<file path="config.mk">
export PLATFORM = sky130hd
export DESIGN_NAME = v810_ifetch
export DESIGN_NICKNAME = d
export VERILOG_FILES = /design/src/rtl/v810_ifetch.sv
export SDC_FILE = /design/constraint.sdc
export NUM_CORES = 1
export LEC_CHECK = 0
export ABC_AREA = 1
export BUFFER_PORTS_ARGS = -buffer_cell sky130_fd_sc_hd__buf_2
export CELL_PAD_IN_SITES_DETAIL_PLACEMENT = 2
export CELL_PAD_IN_SITES_GLOBAL_PLACEMENT = 2
export CORE_MARGIN = 2
export CORE_UTILIZATION = 37
export DETAILED_ROUTE_END_ITERATION = 12
export GPL_ROUTABILITY_DRIVEN = 0
export PLACE_DENSITY_LB_ADDON = 0.2
export SLEW_MARGIN = 5
export SYNTH_ARGS = -nofsm -noshare
export SYNTH_HDL_FRONTEND = slang
export SYNTH_SLANG_ARGS = --single-unit
</file>
<file path="constraint.sdc">
create_clock -name CLK -period 22.9 [get_ports CLK]
set_clock_uncertainty 0.15 [all_clocks]
set_input_delay 6.87 -clock CLK [delete_from_list [all_inputs] [get_ports CLK]]
set_output_delay 6.87 -clock CLK [all_outputs]
set_load 0.02 [all_outputs]
</file>
<file path="src/rtl/v810_ifetch.sv">
// ---------------------------------------------------------------------------
// v810_ifetch
//
// Instruction fetch / prefetch queue for the V810 core. Sits between the
// decoder and the memory access unit's instruction bus (ICI). Aligned 32-bit
// words are requested over ICI, split into halfwords and buffered in an
// 8-entry halfword ring. The head halfword, the one after it, and the PC of
// the head are presented to the decoder. Branch redirects flush the queue and
// discard a fetch that is already in flight.
//
// Ports:
//   CLK        core clock
//   RES        asynchronous active-high reset
//   CE         global clock enable; state advances only when CE=1
//   BR_REQ     redirect request (branch, jump, exception vector)
//   BR_PC      redirect target, bit 0 ignored
//   ICIA       fetch word address, bits [1:0] always 0
//   ICIREQ     fetch request, held with ICIA until ICIACK
//   ICID       fetch data, valid in the ICIACK cycle
//   ICIACK     fetch acknowledge
//   IF_PC      address of the head halfword
//   IF_HW0     head halfword
//   IF_HW1     halfword after the head
//   IF_VALID   at least one halfword queued
//   IF_VALID2  at least two halfwords queued
//   IF_TAKE    halfwords consumed this cycle (0, 1 or 2)
// ---------------------------------------------------------------------------
module v810_ifetch (
    input  logic        CLK,
    input  logic        RES,
    input  logic        CE,
    input  logic        BR_REQ,
    input  logic [31:0] BR_PC,
    output logic [31:0] ICIA,
    output logic        ICIREQ,
    input  logic [31:0] ICID,
    input  logic        ICIACK,
    output logic [31:0] IF_PC,
    output logic [15:0] IF_HW0,
    output logic [15:0] IF_HW1,
    output logic        IF_VALID,
    output logic        IF_VALID2,
    input  logic [1:0]  IF_TAKE
);

    localparam logic [31:0] RESET_PC = 32'hFFFF_FFF0;

    // Halfword ring and its bookkeeping
    logic [15:0] q_q [8];
    logic [15:0] q_d [8];
    logic [2:0]  rptr_q, rptr_d;
    logic [2:0]  wptr_q, wptr_d;
    logic [3:0]  count_q, count_d;

    // Fetch address, odd-start flag and in-flight discard marker
    logic [31:0] fa_q, fa_d;
    logic        fa_odd_q, fa_odd_d;
    logic        discard_q, discard_d;

    // Bus request and decoder PC
    logic        req_q, req_d;
    logic [31:0] icia_q, icia_d;
    logic [31:0] pc_q, pc_d;

    logic        outstanding;
    logic [2:0]  rptr_plus1;

    // Bit 0 of the redirect target is meaningless for halfword-aligned code
    logic        unused_br_pc0;
    assign unused_br_pc0 = BR_PC[0];

    assign rptr_plus1 = rptr_q + 3'd1;

    assign ICIA      = icia_q;
    assign ICIREQ    = req_q;
    assign IF_PC     = pc_q;
    assign IF_HW0    = q_q[rptr_q];
    assign IF_HW1    = q_q[rptr_plus1];
    assign IF_VALID  = (count_q != 4'd0);
    assign IF_VALID2 = (count_q >= 4'd2);

    // Next-state logic. A redirect wins over everything else in the cycle:
    // the queue is emptied, any simultaneous take is ignored and the ack data
    // (if any) is dropped. If the bus still owes us data after this cycle the
    // redirect marks it for discard so the stale word never enters the queue.
    // The request decision looks at the post-update count so that a request
    // can go out the cycle right after an ack or after the decoder frees room.
    always_comb begin
        q_d         = q_q;
        rptr_d      = rptr_q;
        wptr_d      = wptr_q;
        count_d     = count_q;
        fa_d        = fa_q;
        fa_odd_d    = fa_odd_q;
        discard_d   = discard_q;
        pc_d        = pc_q;
        req_d       = req_q;
        icia_d      = icia_q;
        outstanding = req_q && !ICIACK;

        if (CE) begin
            if (BR_REQ) begin
                rptr_d    = wptr_q;
                count_d   = 4'd0;
                pc_d      = {BR_PC[31:1], 1'b0};
                fa_d      = {BR_PC[31:2], 2'b00};
                fa_odd_d  = BR_PC[1];
                discard_d = outstanding;
            end else begin
                if (req_q && ICIACK) begin
                    if (discard_q) begin
                        discard_d = 1'b0;
                    end else if (fa_odd_q) begin
                        // Redirect landed on the upper halfword of this word
                        q_d[wptr_q] = ICID[31:16];
                        wptr_d      = wptr_q + 3'd1;
                        count_d     = count_q + 4'd1;
                        fa_odd_d    = 1'b0;
                        fa_d        = fa_q + 32'd4;
                    end else begin
                        q_d[wptr_q]        = ICID[15:0];
                        q_d[wptr_q + 3'd1] = ICID[31:16];
                        wptr_d             = wptr_q + 3'd2;
                        count_d            = count_q + 4'd2;
                        fa_d               = fa_q + 32'd4;
                    end
                end
                rptr_d  = rptr_q + {1'b0, IF_TAKE};
                pc_d    = pc_q + {29'd0, IF_TAKE, 1'b0};
                count_d = count_d - {2'b00, IF_TAKE};
            end

            // A raised request is frozen until its ack arrives
            if (!outstanding) begin
                req_d  = !discard_d && (count_d <= 4'd6);
                icia_d = fa_d;
            end
        end
    end

    // State register. Reset drops any in-flight request immediately so the
    // bus never sees ICIREQ held across reset.
    always_ff @(posedge CLK or posedge RES) begin
        if (RES) begin
            for (int i = 0; i < 8; i++) begin
                q_q[i] <= 16'h0000;
            end
            rptr_q    <= 3'd0;
            wptr_q    <= 3'd0;
            count_q   <= 4'd0;
            fa_q      <= RESET_PC;
            fa_odd_q  <= 1'b0;
            discard_q <= 1'b0;
            req_q     <= 1'b0;
            icia_q    <= RESET_PC;
            pc_q      <= RESET_PC;
        end else begin
            q_q       <= q_d;
            rptr_q    <= rptr_d;
            wptr_q    <= wptr_d;
            count_q   <= count_d;
            fa_q      <= fa_d;
            fa_odd_q  <= fa_odd_d;
            discard_q <= discard_d;
            req_q     <= req_d;
            icia_q    <= icia_d;
            pc_q      <= pc_d;
        end
    end

    // The decoder must never consume more than is queued, nor request 3
    take_legal: assert property (@(posedge CLK) disable iff (RES)
        (CE && !BR_REQ) |-> (IF_TAKE != 2'd3 && {2'b00, IF_TAKE} <= count_q));

endmodule
</file>
Yosys cells after proc, flatten, opt, wreduce, memory -nomap -nowiden
Cells that the tools add are included.
{ "word_totals": {"memories": 0, "latch_bits": 0, "mem_bits_ro": 0, "regBits": 237, "ram_bits": 0, "wordCells": 87, "in_bits": 71} }
{ "op_classes": {"n_mul": 0, "n_shift": 0, "add_sub_neg": 9, "div_mod_pow": 0, "n_reduce_logical": 12, "n_lt_le_gt_ge": 8, "n_mux": 33, "bitwise_logic": 7, "eq_ne": 1} }
{ "ops": {"columns": ["cell", "n"], "rows": [
  ["$bwmux 128", 3],
  ["$mux 128", 1],
  ["$mux 32", 4],
  ["$bmux 16 s3", 2],
  ["$demux 16 s3", 2],
  ["$mux 16", 6],
  ["$add 32x3->32", 1],
  ["$add 32x3->32 const B", 1],
  ["$mux 4", 7],
  ["$ge 4x4->1 const B", 4],
  ["$not 3->4", 4],
  ["$lt 4x1->1 const B", 2],
  ["$add 3x1->3 const B", 2],
  ["$mux 1", 6],
  ["$mux 3", 2],
  ["$logic_and 1x1->1", 5],
  ["$add 4x1->4 const B", 1],
  ["$add 4x2->4 const B", 1],
  ["$ge 4x2->1 const B", 1],
  ["$le 4x3->1 const B", 1],
  ["$reduce_and 4->1", 1],
  ["$reduce_bool 4->1", 1],
  ["$sub 4x2->4", 1],
  ["$add 3x2->3", 1],
  ["7 further kinds", 10]
]} }

Depth between registers and ports, before layout
{ "depth": {"ltp_word": 11, "mapped_depth": 15} }

Least setup slack after synthesis
OpenSTA, ideal clock, no wires.
{ "synth_path": {"path_type": "input -> register", "startpoint": "input port ICIACK", "endpoint": "register req_q (netlist: ICIREQ)", "t_arrival_ns": 8.664, "required_time_ns": 22.633, "path_stages": 12, "setup_slack_ns": 13.968, "cell_sequence": "nand2_1 > nor2_2 > buf_4 > clkbuf_1 > nand2_1 > a21oi_1 > ha_1 > fa_1 > nor3_1 > nand4_1 > nand3_1 > nand2_1"} }
{ "synth_via": {"elab_chain_cells": 9, "elab_cells_between_ends": 17, "classes_between": "1 x add/sub; 1 x order compare; 8 x mux; 1 x bitwise; 6 x reduce/logical"} }
{ "synth_rtl": {"columns": ["item", "line", "source"], "rows": [
  ["start: declaration", "37", "input logic ICIACK,"],
  ["$logic_and 1x1->1", "110", "if (req_q && ICIACK) begin"],
  ["$mux 4", "110", null],
  ["$mux 4", "102", "if (BR_REQ) begin"],
  ["$mux 4", "101", "if (CE) begin"],
  ["$sub 4x2->4", "130", "count_d = count_d - {2'b00, IF_TAKE};"],
  ["$mux 4", "102", null],
  ["$mux 4", "101", null],
  ["$le 4x3->1", "135", "req_d = !discard_d && (count_d <= 4'd6);"],
  ["$logic_and 1x1->1", "135", null],
  ["end signal: assignment", "165", "req_q <= req_d;"],
  ["end: declaration", "61", "logic req_q, req_d;"]
]} }
Several ways; a longest one is shown, not always the timed one. The select of a mux whose other input is x is not followed.
A chain may end at the register's enable or synchronous reset.

Final worst setup path
{ "layout_path": {"startpoint": "register rptr_q[0]", "endpoint": "output port IF_HW1[11]"} }
{ "layout_via": {"elab_chain_cells": 5} }
{ "layout_rtl": {"columns": ["item", "line", "source"], "rows": [
  ["start: declaration", "51", "logic [2:0] rptr_q, rptr_d;"],
  ["start signal: assignment", "159", "rptr_q <= rptr_d;"],
  ["$add 3x1->3", "72", "assign rptr_plus1 = rptr_q + 3'd1;"],
  ["$not 3->4 (not written as such)", "78", "assign IF_HW1 = q_q[rptr_plus1];"],
  ["$bmux 16 s3", "78", null],
  ["$mux 16 (not written as such) (2 in series)", "78", null],
  ["end: declaration", "40", "output logic [15:0] IF_HW1,"]
]} }
Every way passes these cells. The select of a mux whose other input is x is not followed.

==> metrics.md <==
| Metric | Value |
|---|---|
| DR WL/cell | 24.5 microns |
| CTS tree | built |
| Async SR Flop Fraction | 100% |
| # port buffers | 167 |
| First-pass GRT wire length | 102,000 microns |
| Syn. warnings | 0 |
| Total grt overflow | 0 |
| Initial core utilization | 37.5% |
| Detailed Routing Iterations Pass 1 | 5 |
| Full die area | 41,900 sq um |
| Synth area leader | dfrtp_1 |
| IO Pins | 170 |
| Post-CTS Resized | 0 |
| CP max FO | 64 |
| Total Wirelength | 65,900 microns |
| Synthesis-stage register bit count | 236 |
| Die Ht | 205 microns |
| Final Hold Viols | 0 |
| Maximum root-to-sink buffer count | 3 |
| RSZ-0062 raised after global routing | no |
| CTS sink cnt | 236 |
| Htree depth | 1 |
| Worst vdd ir | 0.0632 mV |
| FF-to-FF path depth | 7 |
| CTS hold repair buffers | 0 |
| Status | complete, no violations |
| Initial antenna violation count | 4 |
| Core area | 39,700 sq um |
| Area of the mapped netlist | 14,900 sq um |
| Core Util, Final | 43.1% |
| Max cap viols | 0 |
| Hold path depth | 2 |
| Remaining DRCs | 0 |
| CP Class | flop to primary output |
| Critical-path cell with the highest stage delay | dfrtp_4 |
| Design Area, Final | 17,100 sq um |
| Pins over their slew limit | 0 |
| Power, Total | 2.25 mW |
| Hold/Removal Path Class | flop to flop |
| Cell area after placement | 16,100 sq um |
| Largest net degree at the start of global routing | 114 |
| PD cells | 131 nW/um^2 |
| Post-Synthesis Cells | 2,049 |
| Final worst setup slack | 11.84 ns |
| Final worst path period share | 48.3% |
| Synth area leaders | dfrtp_1, dfstp_2, nand2_1, a21oi_1, inv_1 |
| Die width | 205 microns |
| FMAX | 0.0904 GHz |
| CP endpoint kind | primary output |
| Vias in the first global route | 17,175 |
| Ratio of cells with drive above 1 in the final layout | 17.0% |
| Detailed router's first-iteration violation count | 804 |
| Clock Pin Slew Worst Setup and Hold Paths | 0.06 ns |
| Synth Area per Inst | 7.27 sq um |
| Setup TNS | 0 ns |
| CTS root buf | clkbuf_16 |
| Vias | 15,655 |
| # rows | 73 |
| Dpl ws | 12.43 ns |
| Post-CTS Setup Bufs | 0 |
| Library cells used by synthesis | 50 |
| Top cell type's share of synthesized area | 25.5% |
| Register area share after synthesis | 40.4% |
| Post-synth EDFFs | 0 |
| GRT Overall Usage | 31.5% |
| Via/cell ratio | 5.82 |
| Worst EP arrival | 4.04 ns |
| P_leak | 8.07 nW |
| Setup-failing EPs final | 0 |
| Layout area overhead | 14.9% |
| CP required | 15.88 ns |
| Tmin final | 11.06 ns |
| Post-Syn Nets | 2,139 |
| Ys flop type | dfrtp_1 |
| CP Cell Sequence | ha_1, buf_4, inv_1, a21oi_1, o21ai_0, a32oi_1, buf_2 |
| Count leader, synth | nand2_1 |
| Layout Nets | 2,232 |
| Worst-Skew Late Latency | 0.57 ns |
| Half-perimeter wire length after placement | 43,200 microns |
| Critical Path Start Type | flop |
| Slowest cell delay on critical path | 0.72 ns |
| Worst-Margin Slew | 1.25 ns |
| Post-synth top cells | nand2_1, a21oi_1, inv_1 |
| Rel. slew slack | 16.4% |
| ANT nets after route | 0 |
| CTS Buf Count | 29 |
per-stage QoR:
| stage | hold WS, ns | cells |
|---|---|---|
| 2_1_floorplan | 0.298 | 2049 |
| 3_3_place_gp | 0.305 | 2636 |
| 3_5_place_dp | 0.310 | 2636 |
| 4_1_cts | 0.321 | 2689 |
| 5_1_grt | 0.330 | 2690 |
| 6_report | 0.318 | 2690 |
per-layer routing:
layer / wire (microns) / track usage, % / vias to the layer above
met5: 40 / 0 / -
met4: 2720 / 13.1 / 6
met3: 3020 / 4.28 / 151
met2: 32600 / 54.9 / 420
met1: 27600 / 39.2 / 7998
li1: - / - / 7080
path summary, 6_finish.rpt:
kind                           start    endpoint  slack [ns]
hold / removal              ICIA[25]    ICIA[25]        0.32
max in group asynchronous        RES     q_q[96]       14.79
setup / recovery           rptr_q[0]  IF_HW1[11]       11.84
min in group asynchronous        RES     q_q[59]        6.34
setup reg to reg           wptr_q[0]     q_q[63]       18.81
hold reg to reg             ICIA[25]    ICIA[25]        0.32
cells by family (layout without fill, tap and decap cells):
logic type | Yosys count | after routing | synth area share, %
and+or+nand+nor | 730 | 730 | 19.9
AOI/OAI and AO/OA | 649 | 649 | 25.0
buffers and inverters | 369 | 484 | 9.64
DFF | 236 | 236 | 40.4
xor gates and xnor gates | 28 | 28 | 1.77
adders and majority gates | 19 | 19 | 1.75
muxes | 17 | 17 | 1.49
other | 1 | 2 | 0.0252
critical path, delay by kind of cell, from the launching register on:
kind | cells | cell delay, ns
buf+inv | 3 | 1.44
compound gates | 3 | 0.87
flops | 1 | 0.72
fa+ha+maj | 1 | 0.41
layout make-up:
type                       instances  area (sq um)
tap                              525           657
sequential                       236          6020
fill                            4725         22600
timing repair buffer             190          1010
multi-input combinational       1444          7480
inverter                         241           915
antenna                            1          2.50
clock inverter                    13           193
clock buffer                      40           837
placed cells by master (no fill, tap or decap), types with 5 or more instances in the layout:
master / netlist / routed
nand2_1: 464 / 463
a21oi_1: 257 / 257
inv_1: 228 / 226
o21ai_0: 169 / 169
buf_2: 22 / 167
nor2_1: 165 / 165
dfrtp_1: 152 / 150
dfstp_2: 84 / 84
o22ai_1: 69 / 69
a22oi_1: 65 / 65
nand3_1: 53 / 53
a31oi_1: 33 / 33
clkbuf_16: 0 / 29
buf_4: 3 / 23
xor2_1: 17 / 16
a32oi_1: 16 / 16
a221oi_1: 16 / 16
ha_1: 16 / 16
nand4_1: 14 / 14
nor3_1: 11 / 11
xnor2_1: 10 / 10
mux2_2: 9 / 9
clkinv_1: 7 / 8
o221ai_1: 8 / 8
mux2_4: 8 / 8
clkbuf_8: 0 / 7
clkinv_2: 0 / 7
inv_2: 5 / 5
nor2_2: 5 / 5
o211ai_1: 5 / 5
bufinv_16: 0 / 5
registers in the layout, indices dropped and copies added (netlist names):
signal and count:
rptr_q 3, count_q 4, wptr_q 3, IF_PC 31, fa_odd_q 1, discard_q 1, q_q 128, ICIREQ 1
fa_q 32, ICIA 32
where the power goes:
part	switching (mW)	total, mW	internal, mW
sequential	0.0997	0.660	0.560
clock	0.198	0.508	0.310
combinational	0.771	1.08	0.308
No activity file was read; power rests on OpenSTA's default activity.
